File: src/rtl/imem_loader_if.sv
// Byte-stream input and instruction-RAM write port of the image loader.
// The slave modport is the loader itself; master is the environment (UART side + RAM).
interface imem_loader_if;
  logic        rx_valid;
  logic [7:0]  rx_data;
  logic        rx_ready;
  logic        mem_we;
  logic [31:0] mem_wa;
  logic [31:0] mem_wd;

  modport slave (
    input  rx_valid, rx_data,
    output rx_ready, mem_we, mem_wa, mem_wd
  );

  modport master (
    output rx_valid, rx_data,
    input  rx_ready, mem_we, mem_wa, mem_wd
  );
endinterface

File: src/rtl/imem_loader.sv
// Instruction memory loader: length header (2 bytes LE) then len little-endian words,
// written to consecutive word addresses; CPU held in reset until the image is complete.
module imem_loader #(
  parameter int DEPTH = 64,
  parameter int LEN_W = 16
) (
  input  logic               clk,
  input  logic               reset,
  input  logic               start_i,
  imem_loader_if.slave       bus,
  output logic               busy_o,
  output logic               done_o,
  output logic               err_o,
  output logic               cpu_reset_o,
  output logic [2:0]         state_o
);

  // Handshake: a byte transfers on a cycle where rx_valid && rx_ready; rx_ready is a
  // registered function of state only, and rx_data must be held while rx_valid waits.
  typedef enum logic [2:0] {
    IDLE  = 3'd0,
    LEN0  = 3'd1,
    LEN1  = 3'd2,
    DATA  = 3'd3,
    WRITE = 3'd4,
    DONE  = 3'd5,
    ERR   = 3'd6
  } state_t;

  state_t             state_q;
  logic               rx_ready_q;
  logic               mem_we_q;
  logic [31:0]        mem_wa_q;
  logic [31:0]        mem_wd_q;
  logic               busy_q;
  logic               done_q;
  logic               err_q;
  logic               cpu_reset_q;
  logic [1:0]         byte_cnt_q;
  logic [7:0]         len_lo_q;
  logic [LEN_W-1:0]   remaining_q;

  logic               accept;
  logic               start_ok;
  logic [LEN_W-1:0]   len_d;

  assign accept   = bus.rx_valid && rx_ready_q;
  assign start_ok = start_i && ((state_q == IDLE) || (state_q == DONE) || (state_q == ERR));
  // Header is always two bytes; the high byte completes the length on the LEN1 accept.
  assign len_d    = LEN_W'({bus.rx_data, len_lo_q});

  always_ff @(posedge clk) begin
    if (reset) begin
      state_q     <= IDLE;
      rx_ready_q  <= 1'b0;
      mem_we_q    <= 1'b0;
      mem_wa_q    <= '0;
      mem_wd_q    <= '0;
      busy_q      <= 1'b0;
      done_q      <= 1'b0;
      err_q       <= 1'b0;
      cpu_reset_q <= 1'b1;
      byte_cnt_q  <= '0;
      len_lo_q    <= '0;
      remaining_q <= '0;
    end else if (start_ok) begin
      state_q     <= LEN0;
      rx_ready_q  <= 1'b1;
      mem_we_q    <= 1'b0;
      mem_wa_q    <= '0;
      mem_wd_q    <= '0;
      busy_q      <= 1'b1;
      done_q      <= 1'b0;
      err_q       <= 1'b0;
      cpu_reset_q <= 1'b1;
      byte_cnt_q  <= '0;
    end else begin
      case (state_q)
        LEN0: if (accept) begin
          len_lo_q <= bus.rx_data;
          state_q  <= LEN1;
        end
        LEN1: if (accept) begin
          if (len_d == '0) begin
            state_q     <= DONE;
            rx_ready_q  <= 1'b0;
            busy_q      <= 1'b0;
            done_q      <= 1'b1;
            cpu_reset_q <= 1'b0;
          end else if (len_d > LEN_W'(DEPTH)) begin
            state_q    <= ERR;
            rx_ready_q <= 1'b0;
            busy_q     <= 1'b0;
            err_q      <= 1'b1;
          end else begin
            state_q     <= DATA;
            remaining_q <= len_d;
          end
        end
        DATA: if (accept) begin
          mem_wd_q[8*byte_cnt_q +: 8] <= bus.rx_data;
          byte_cnt_q                  <= byte_cnt_q + 2'd1;
          if (byte_cnt_q == 2'd3) begin
            state_q    <= WRITE;
            rx_ready_q <= 1'b0;
            mem_we_q   <= 1'b1;
          end
        end
        WRITE: begin
          mem_we_q    <= 1'b0;
          remaining_q <= remaining_q - LEN_W'(1);
          // The address only advances when another word follows, so it never passes the last word.
          if (remaining_q == LEN_W'(1)) begin
            state_q     <= DONE;
            busy_q      <= 1'b0;
            done_q      <= 1'b1;
            cpu_reset_q <= 1'b0;
          end else begin
            state_q    <= DATA;
            rx_ready_q <= 1'b1;
            mem_wa_q   <= mem_wa_q + 32'd4;
          end
        end
        default: ;
      endcase
    end
  end

  assign bus.rx_ready = rx_ready_q;
  assign bus.mem_we   = mem_we_q;
  assign bus.mem_wa   = mem_wa_q;
  assign bus.mem_wd   = mem_wd_q;
  assign busy_o       = busy_q;
  assign done_o       = done_q;
  assign err_o        = err_q;
  assign cpu_reset_o  = cpu_reset_q;
  assign state_o      = state_q;

endmodule

File: src/flat_wrapper.sv
// flat-port wrapper written by rule: the top's interface ports become plain ports
module imem_loader_flat 
#(
  parameter int DEPTH = 64,
  parameter int LEN_W = 16
)
  (clk, reset, start_i, busy_o, done_o, err_o, cpu_reset_o, state_o, bus_rx_valid, bus_rx_data, bus_rx_ready, bus_mem_we, bus_mem_wa, bus_mem_wd);
  imem_loader_if bus_i ();
  input  logic clk;
  input  logic reset;
  input  logic start_i;
  output logic busy_o;
  output logic done_o;
  output logic err_o;
  output logic cpu_reset_o;
  output logic [2:0] state_o;
  input wire logic [$bits(bus_i.rx_valid)-1:0] bus_rx_valid;
  input wire logic [$bits(bus_i.rx_data)-1:0] bus_rx_data;
  output wire logic [$bits(bus_i.rx_ready)-1:0] bus_rx_ready;
  output wire logic [$bits(bus_i.mem_we)-1:0] bus_mem_we;
  output wire logic [$bits(bus_i.mem_wa)-1:0] bus_mem_wa;
  output wire logic [$bits(bus_i.mem_wd)-1:0] bus_mem_wd;
  assign bus_i.rx_valid = bus_rx_valid;
  assign bus_i.rx_data = bus_rx_data;
  assign bus_rx_ready = bus_i.rx_ready;
  assign bus_mem_we = bus_i.mem_we;
  assign bus_mem_wa = bus_i.mem_wa;
  assign bus_mem_wd = bus_i.mem_wd;
  imem_loader #(.DEPTH(DEPTH), .LEN_W(LEN_W)) u_core (.clk(clk), .reset(reset), .start_i(start_i), .bus(bus_i), .busy_o(busy_o), .done_o(done_o), .err_o(err_o), .cpu_reset_o(cpu_reset_o), .state_o(state_o));
endmodule
File: config.mk
export PLATFORM = sky130hd
export DESIGN_NAME = imem_loader_flat
export DESIGN_NICKNAME = d
export VERILOG_FILES = /design/src/rtl/imem_loader_if.sv /design/src/rtl/imem_loader.sv /design/src/flat_wrapper.sv
export SDC_FILE = /design/constraint.sdc
export NUM_CORES = 1
export LEC_CHECK = 0
export ABC_CLOCK_PERIOD_IN_PS = 5700
export CELL_PAD_IN_SITES_DETAIL_PLACEMENT = 0
export CELL_PAD_IN_SITES_GLOBAL_PLACEMENT = 2
export CORE_MARGIN = 4
export CORE_UTILIZATION = 33
export DETAILED_ROUTE_END_ITERATION = 12
export GPL_TIMING_DRIVEN = 0
export HOLD_SLACK_MARGIN = 0.08
export MAX_ROUTING_LAYER = met4
export PLACE_DENSITY = 0.9
export SETUP_SLACK_MARGIN = 0.4
export SYNTH_ARGS = -nofsm -noshare
export SYNTH_HDL_FRONTEND = slang
export SYNTH_SLANG_ARGS = --single-unit
File: constraint.sdc
create_clock -name clk -period 5.7 [get_ports clk]
set_input_delay 0.57 -clock clk [delete_from_list [all_inputs] [get_ports clk]]
set_output_delay 0.57 -clock clk [all_outputs]
set_load 0.005 [all_outputs]
Yosys cells after proc, flatten, opt, wreduce, memory -nomap -nowiden
Index checks and enable logic that the tools add are counted.
{"block": "word_totals", "regBits": 99, "in_bits": 12}
{"block": "classes", "eq_ne": 23, "reduce_logical": 24, "n_mux": 35, "n_bitwise": 3, "add_sub_neg": 4, "order_cmp": 1, "n_shift": 2}
{"operator": "$mux W16", "count": 3}
{"operator": "$neg A5 Y34", "count": 1}
{"operator": "$shift A8 B34 Y32 const A", "count": 1}
{"operator": "$shiftx A8 B34 Y32", "count": 1}
{"operator": "$add A32 B3 Y32 const B", "count": 1}
{"operator": "$bwmux W32", "count": 1}
{"operator": "$pmux W16 S2", "count": 1}
{"operator": "$mux W3", "count": 7}
{"operator": "$mux W1", "count": 17}
{"operator": "$eq A16 B1 Y1 const B", "count": 1}
{"operator": "$gt A16 B7 Y1 const B", "count": 1}
{"operator": "$logic_not A16 Y1", "count": 1}
{"operator": "$sub A16 B1 Y16 const B", "count": 1}
{"operator": "$ne A3 B1 Y1 const B", "count": 5}
{"operator": "$reduce_and A5 Y1", "count": 3}
{"operator": "$ne A2 B1 Y1 const B", "count": 6}
{"operator": "$pmux W3 S4", "count": 1}
{"operator": "$reduce_and A4 Y1", "count": 3}
{"operator": "$eq A3 B3 Y1 const B", "count": 3}
{"operator": "$pmux W1 S2", "count": 4}
{"operator": "$reduce_bool A4 Y1", "count": 2}
{"operator": "$eq A3 B2 Y1 const B", "count": 2}
{"operator": "$reduce_and A3 Y1", "count": 2}
{"operator": "$reduce_and A6 Y1", "count": 1}
{"operator": "other kinds (16)", "count": 23}

Longest topological paths before layout
Gate-level depths: netlist (run 1).
{"block": "logic_depth", "depth_word": 6, "depth_mapped": 8, "mapped_depth_nobuf": 7}

Least setup slack after synthesis (run 1)
OpenSTA, ideal clock, no wires.
{"block": "synth_timing", "path_kind": "register -> register", "from": "register u_core.len_lo_q[0]", "to": "register u_core.remaining_q[6]", "setup_ps": 71, "synth_period_minus_slack_ps": 2045, "t_arrival_ps": 1974, "n_path_buf": 0, "path_stages_with_launch": 6, "setup_slack_ps": 3655, "cell_sequence": "dfxtp_1 > or4_4 > o31a_4 > o31a_4 > or3_1 > a21oi_1"}
{"block": "synth_via", "elab_chain_len": 3}
{"item": "from (decl)", "line": "imem_loader.sv:40", "source": "logic [7:0] len_lo_q;"}
{"item": "from (signal assigned)", "line": "imem_loader.sv:80", "source": "len_lo_q <= bus.rx_data;"}
{"item": "$gt A16 B7 Y1 or $logic_not A16 Y1 (tied branches)", "line": "imem_loader.sv:90, imem_loader.sv:84"}
{"item": "$ne A2 B2 Y1 (no source line)"}
{"item": "$reduce_and A5 Y1 (no source line) *"}
{"item": "to (signal assigned)", "line": "imem_loader.sv:97", "source": "remaining_q <= len_d;"}
{"item": "to (signal assigned)", "line": "imem_loader.sv:111", "source": "remaining_q <= remaining_q - LEN_W'(1);"}
{"item": "to (decl)", "line": "imem_loader.sv:41", "source": "logic [LEN_W-1:0] remaining_q;"}
Every way passes the cells marked *; elsewhere a longest branch is shown, timed or not.
A chain may end at the register's enable or synchronous reset.

Worst setup path in the final report (run 1)
{"block": "layout_timing", "from": "register u_core.state_q[2], in the netlist u_core.state_o[2]", "to": "register u_core.mem_wa_q[24], in the netlist u_core.bus.mem_wa[24]"}
{"block": "layout_via", "elab_chain_len": 5}
{"item": "from (decl)", "line": "imem_loader.sv:30", "source": "state_t state_q;"}
{"item": "from (signal assigned)", "line": "imem_loader.sv:54", "source": "state_q <= IDLE;"}
{"item": "from (signal assigned)", "line": "imem_loader.sv:67", "source": "state_q <= LEN0;"}
{"item": "from (signal assigned)", "line": "imem_loader.sv:81", "source": "state_q <= LEN1;"}
{"item": "$eq A3 B3 Y1 or $logic_not A3 Y1 (tied branches)", "line": "imem_loader.sv:48", "source": "assign start_ok = start_i && ((state_q == IDLE) || (state_q == DONE) || (state_q == ERR));"}
{"item": "$logic_or A1 B1 Y1 (2 in a row)", "line": "imem_loader.sv:48"}
{"item": "$logic_and A1 B1 Y1", "line": "imem_loader.sv:48"}
{"item": "$reduce_or A2 Y1 (no source line)"}
{"item": "to (signal assigned)", "line": "imem_loader.sv:121", "source": "mem_wa_q <= mem_wa_q + 32'd4;"}
{"item": "to (decl)", "line": "imem_loader.sv:33", "source": "logic [31:0] mem_wa_q;"}
Several ways; a longest one is shown, not always the timed one.

==> run metrics, run 1 <==
initial DRC count around 270; yosys synthesis warning count 0; Non-Filler Instances between 800 and 900; cts repair resizes 0; Skew-Pair Late Insertion Delay about 0.35 ns; FMAX around 0.36 GHz; RSZ-0062 raised after global routing false; relative slew slack 36.1%; vias in the first global route roughly 4,300; Tightest Pin Transition about 0.96 ns; most used cell, CP clkbuf_1; Cells after Synth roughly 560; sequential fraction of the synthesis area 43.1%; Placeable Area 13,300 um^2; Post-CTS Setup Bufs 0; Routed Antenna Nets 0; Critical Path Start Type flip-flop; initial antenna violation count 0; grt ovf 0; Syn Area/Cell 8.11 um^2; Initial Util 33.9%; clock sinks 97; clock skew around 0.0074 ns; CP max stage cell nor3b_1; Routed WL about 13 mm; CP required approximately 6 ns; final hold violation count 0; routed vias/inst around 5.3; final cycle utilization of the critical path around 48%; CTS Buf Count 9; Rows between 40 and 50; area grow syn2layout 30.6%; worst-path fanout max 10; PortBufs 81; Via Count 4,393; clk root buf clkbuf_16; mapped cell area 4510 um^2; Max Slew Vio Count 0; Die W between 100 and 150 um; DR DRC count 0; CTS tree done; final setup TNS 0 ns; first-pass GRT wire length around 22 mm; Routed wire per std cell between 15 and 20 um; Worst Path Arrival 3.04 ns; Max VDD drop 156 uV; # diodes 0; gr usage total between 10% and 20%; GPL Wtd Cong around 0.88; EDFF count, synth 0; CP peak stage delay around 0.83 ns; I/O pin count 85; fin nets between 600 and 700; Tightest Hold Check Type reg -> reg; placed cell count 814; Crit. End Element flip-flop; H-tree levels 3; CP Cell Sequence clkbuf_1 > nor3b_1 > nand4_1 > clkbuf_1 > or3_1 > a21oi_1; hold_buf cts 0; outcome completed; Setup CP Type reg -> reg; final core utilization between 40 and 50%; die area 15,600 um^2; Final Critical Period around 2.8 ns; drt pass-1 iters 5; layout cell share with drive strength beyond 1 4.28%; clock transition at the registers of the reported paths 0.06 ns; Post-synth top flop dfxtp_1; asr flop ratio synth 0%; Final Setup Violations 0; hpwl dp 9.58 mm; LEAKAGE approximately 1.8 nW; pwr dens between 200 and 250 nW/um^2; clk buf depth 2; maximum number of pins on one net before global-route repair 17; total of max-cap violations 0; DIE HEIGHT 125 um; number of synthesized register bits just under 100; count of cell types in the netlist 51
==> path summary, 6_finish.rpt <==
check,from,end,slack [ns],depth (start not counted)
worst min register to register,u_core.bus.mem_wd[2],u_core.bus.mem_wd[2],0.45,2
worst max-delay path,u_core.state_o[2],u_core.bus.mem_wa[24],2.94,6
worst max register to register,u_core.state_o[2],u_core.bus.mem_wa[24],2.94,6
worst min-delay path,u_core.bus.mem_wd[2],u_core.bus.mem_wd[2],0.45,2
==> layer usage <==
| layer | part of all wire [%] | GRT usage [%] |
|---|---|---|
| met5 | 0 | - |
| met2 | 46 | 26.7 |
| met1 | 47 | 22.2 |
| met4 | 1.3 | 4.59 |
| met3 | 5.5 | 5.40 |
==> sequential cells by signal, indices dropped and copies added, names as in the netlist, 2 cells and up <==
register	cells
u_core.bus.mem_wa	30
u_core.bus.mem_wd	32
u_core.byte_cnt_q	2
u_core.len_lo_q	8
u_core.remaining_q	16
u_core.state_o	3
==> cells in the mapped netlist (all sizes together), types with 2 or more instances <==
master	instances	area, um^2
a211oi	2	15.0
a21oi	70	350
a311oi	8	70.1
and2	8	50.1
and3	2	12.5
and4	2	17.5
buf	7	36.3
clkbuf	22	82.6
dfxtp	97	1940
ha	9	113
inv	12	45.0
mux2i	10	100
nand2	65	244
nand2b	3	18.8
nand3	46	230
nand4	15	93.8
nor2	48	190
nor2b	2	12.5
nor3	12	60.1
nor3b	6	45.0
nor4	9	56.3
o211ai	3	22.5
o21ai	27	135
o31a	2	35.0
o31ai	12	90.1
o32ai	2	17.5
or2	3	18.8
or3	13	81.3
or3b	2	17.5
or4	6	48.8
xnor2	6	52.6
xor2	12	105
==> placed cells by master, fill, tap and decap left out, types with 8 or more instances in the layout <==
master,n
xor2_1,12
o21ai_0,27
nor3_1,12
mux2i_1,10
clkbuf_1,23
or3_1,13
nand2_1,65
clkbuf_16,9
inv_1,12
nor2_1,46
dfxtp_1,97
and2_1,8
nand3_1,46
a21oi_1,70
ha_1,9
nor4_1,9
o31ai_1,12
clkdlybuf4s50_1,81
nand4_1,15
a311oi_1,8
==> power by group <==
group	total (W)	leakage (nW)	internal (W)	switching, W
Sequential	0.000686	0.782	0.000681	0.00000415
Clock	0.000700	0.163	0.000431	0.000269
Combinational	0.0000704	0.900	0.0000239	0.0000465
==> area by class of cell <==
cell class / instances / area (um^2)
Buffer: 29 / 119
Clock buffer: 10 / 229
Clock inverter: 6 / 115
Fill cell: 1347 / 7410
Inverter: 13 / 48.8
Multi-Input combinational cell: 418 / 2400
Sequential cell: 97 / 1940
Tap cell: 176 / 220
Timing Repair Buffer: 81 / 811
==> worst max-delay path, delay by kind of cell, from the launching register on <==
| kind | cells | cell delay (ns) |
|---|---|---|
| and+or+nand+nor | 3 | 1.53 |
| DFF | 1 | 0.38 |
| buffers and inverters | 2 | 0.64 |
| AOI/OAI and AO/OA | 1 | 0.14 |
==> stage by stage <==
stage	cell area, um^2	hold WS [ns]	total power [W]	setup WS, ns
2_1_floorplan	4510	0.442	0.000737	3.66
3_3_place_gp	5540	0.442	0.000771	2.74
3_5_place_dp	5540	0.445	0.000772	2.68
4_1_cts	5890	0.456	0.00147	2.94
5_1_grt	5890	0.474	0.00151	2.65
6_report	5890	0.454	0.00146	2.94
==> cell families (layout without fill, tap and decap cells) <==
| family | count (synthesis) | after routing | synth area share, % |
|---|---|---|---|
| XOR/XNOR | 18 | 18 | 3.50 |
| multiplexers | 10 | 10 | 2.22 |
| flip-flops | 97 | 97 | 43.1 |
| other | 1 | 2 | 0.0832 |
| AND/OR/NAND/NOR | 246 | 246 | 27.3 |
| buffers and inverters | 42 | 139 | 3.72 |
| AO/OA/AOI/OAI | 133 | 133 | 17.6 |
| adder cells (fa/ha/maj) | 9 | 9 | 2.50 |
(Power assumes the default switching activity.)
==> run 2: changes to the inputs <==
ABC_CLOCK_PERIOD_IN_PS = 2400   (was 5700)
CORE_UTILIZATION = 27   (was 33)
PLACE_DENSITY = 0.79   (was 0.9)
clock period = 2.4 ns   (was 5.7 ns; I/O delays follow)
==> run 2 against run 1 <==
  * Global-route usage shrank 1.4 points
  * Sequential power grew 140%
  * Design area grew 12%
  * Clock skew is essentially flat
  * Sequential share of layout area shrank 3.1 points
  * Utilization shrank 3.4 points
  * Clock power grew 120%
  * Via count grew 2.3%
  * Power grew 130%
  * Count of clock-buffer cells in the layout grew 1
==> run metrics, run 2 (synthesis results as in run 1) <==
outcome completed; CP Cell Sequence or4_4 > buf_6 > nor4_4 > buf_4 > a21oi_2 > or3_4 > a21o_1; Hold Path Depth 3 (+1); Rows 46 (+9.5%); layout cell share with drive strength beyond 1 20.6% (+16 points); Critical Path Start Type flip-flop; Reg2Reg Setup Slack 0.29 ns (-2.65 ns); Final Critical Period 2.11 ns (-0.653 ns); fin nets 701 (+4.6%); most common cell after layout, fill and taps aside clkdlybuf4s50_1; Hold Crit Endpoint u_core.bus.mem_wd[18]; hold_buf cts 0 (unchanged); die area 18,800 um^2 (+21%); clock sinks 97 (unchanged); Initial Util 28.0% (-5.9 points); initial DRC count 233 (-14%); relative slew slack 56.8% (+21 points); initial antenna violation count 0 (unchanged); pwr dens 515 nW/um^2 (+110%); Final Setup Violations 0 (unchanged); Routed WL 14.4 mm (+8.3%); H-tree levels 3 (unchanged); CP max stage cell or4_4; grt ovf 0 (unchanged); routed vias/inst 4.99 (-5.8%); first-pass GRT wire length 23.1 mm (+6.5%); CP required 2.64 ns (-3.34 ns); CTS Buf Count 9 (unchanged); DIE HEIGHT 137 um (+9.9%); Setup CP Type reg -> reg; reg2reg start u_core.len_lo_q[0]; gr usage total 15.9% (-1.4 points); RSZ-0062 raised after global routing true; most frequent cells in the layout clkdlybuf4s50_1, dfxtp_1, a21oi_1; Die W 137 um (+9.9%); DR DRC count 0 (unchanged); Tightest Hold Check Type in -> reg; maximum number of pins on one net before global-route repair 16 (-1); area grow syn2layout 46.1%; clock transition at the registers of the reported paths 0.07 ns (about the same); Placeable Area 16,100 um^2 (+21%); hpwl dp 9.77 mm (+2.0%); placed cell count 854 (+4.9%); LEAKAGE 2.18 nW (+18%); worst setup margin 0.292 ns (-2.65 ns); Via Count 4,494 (+2.3%); final core utilization 40.9% (-3.4 points); wl on met1 6.71 mm (+6.4%); DR WL met2 6.63 mm (+8.8%); worst-path fanout max 4 (-6); total of max-cap violations 0 (unchanged); dpl ws -0.353 ns (-3.03 ns); Routed wire per std cell 16.0 um (-0.27%); Skew-Pair Late Insertion Delay 0.35 ns (about the same); hold path start bus_rx_data[2]; clk buf depth 2 (unchanged); final cycle utilization of the critical path 87.8% (+39 points); I/O pin count 85 (unchanged); # diodes 0 (unchanged); CTS tree done; top sig layer met4; Largest register FFs 32 (unchanged); Crit. End Element flip-flop; Worst Path Arrival 2.35 ns (-0.69 ns); PortBufs 81 (unchanged); Max Slew Vio Count 0 (unchanged); critical path buffer and inverter count 2 (unchanged); CP peak stage delay 0.54 ns (-0.29 ns); drt pass-1 iters 5 (unchanged); fill count 1,650 (+22%); final hold violation count 0 (unchanged); Non-Filler Instances 901 (+8.6%); Tightest Pin Transition 0.647 ns (-0.310 ns); clock skew 0.00716 ns (-0.000201 ns); dpl cell area 5600 um^2 (+1.0%); routed wl met3 966 um (+32%); vias in the first global route 4,416 (+3.5%); FMAX 0.474 GHz (+31%); post-layout instance area 6590 um^2 (+12%); Worst Reg2Reg Path Length in Cells 7 (+1); Max VDD drop 366 uV (+140%); Routed Antenna Nets 0 (unchanged); reg2reg end u_core.cpu_reset_o; CP top delay family simple AND/OR/NAND/NOR gates; GPL Wtd Cong 0.799 (-9.4%); clk root buf clkbuf_16
run 2: worst min-delay path: stages:
cell	delay (ns)
dlymetal6s2s_1	0.24
nand3_1	0.12
a21oi_1	0.06
run 2: layout make-up:
cell class                 instances  area, um^2  area share (%)
multi-input combinational        418        2710            41.1
sequential                        97        1970            29.9
timing repair buffer             112        1080            16.5
tap                              216         270            4.10
clock buffer                      11         243            3.69
buffer                            29         181            2.75
clock inverter                     5        78.8            1.20
inverter                          13        52.6           0.798
run 2: per-layer routing:
| metal | track usage [%] | vias up |
|---|---|---|
| met5 | - | - |
| met4 | 2.94 | 0 |
| met3 | 5.11 | 7 |
| met2 | 24.4 | 120 |
| met1 | 21.0 | 2110 |
| li1 | - | 2257 |
run 2: power by group:
group	internal, W	total (W)	switching [W]
Clock	0.000941	0.00156	0.000619
Sequential	0.00162	0.00163	0.0000102
Combinational	0.0000768	0.000205	0.000128
run 2: how the worst max path moves through the flow:
| stage | depth (start not counted) | startpoint | endpoint | slack, ns |
|---|---|---|---|---|
| finish | 7 | u_core.len_lo_q[0] | u_core.cpu_reset_o | 0.29 |
| global route | 7 | u_core.len_lo_q[0] | u_core.remaining_q[12] | 0.20 |
| CTS | 7 | u_core.len_lo_q[0] | u_core.remaining_q[12] | 0.25 |
| detailed placement | 6 | bus_rx_data[1] | u_core.remaining_q[10] | -0.35 |
| global placement | 6 | bus_rx_data[1] | u_core.remaining_q[15] | -0.29 |
| floorplan | 5 | u_core.len_lo_q[0] | u_core.remaining_q[6] | 0.40 |
run 2: through the flow:
stage | total power [W] | hold WS (ns) | TNS [ns]
global placement | 0.00184 | 0.440 | -4.53
finish | 0.00339 | 0.363 | 0
global route | 0.00354 | 0.362 | 0
detailed placement | 0.00184 | 0.437 | -6.05
CTS | 0.00343 | 0.441 | 0
floorplan | 0.00175 | 0.387 | 0
run 2: timing repair:
action | 4_1_cts | 5_1_grt
buffers inserted | 19 | 9
setup endpoints to repair | 96 | 88
pin swaps | 18 | 17
resized for setup | 74 | 49
cloned | 1 | 2
==> run 3: changes to the inputs <==
SLEW_MARGIN = 20   (was not set)
==> results of run 3 <==
The final DEF is identical to that of run 2; final timing and power are the same.
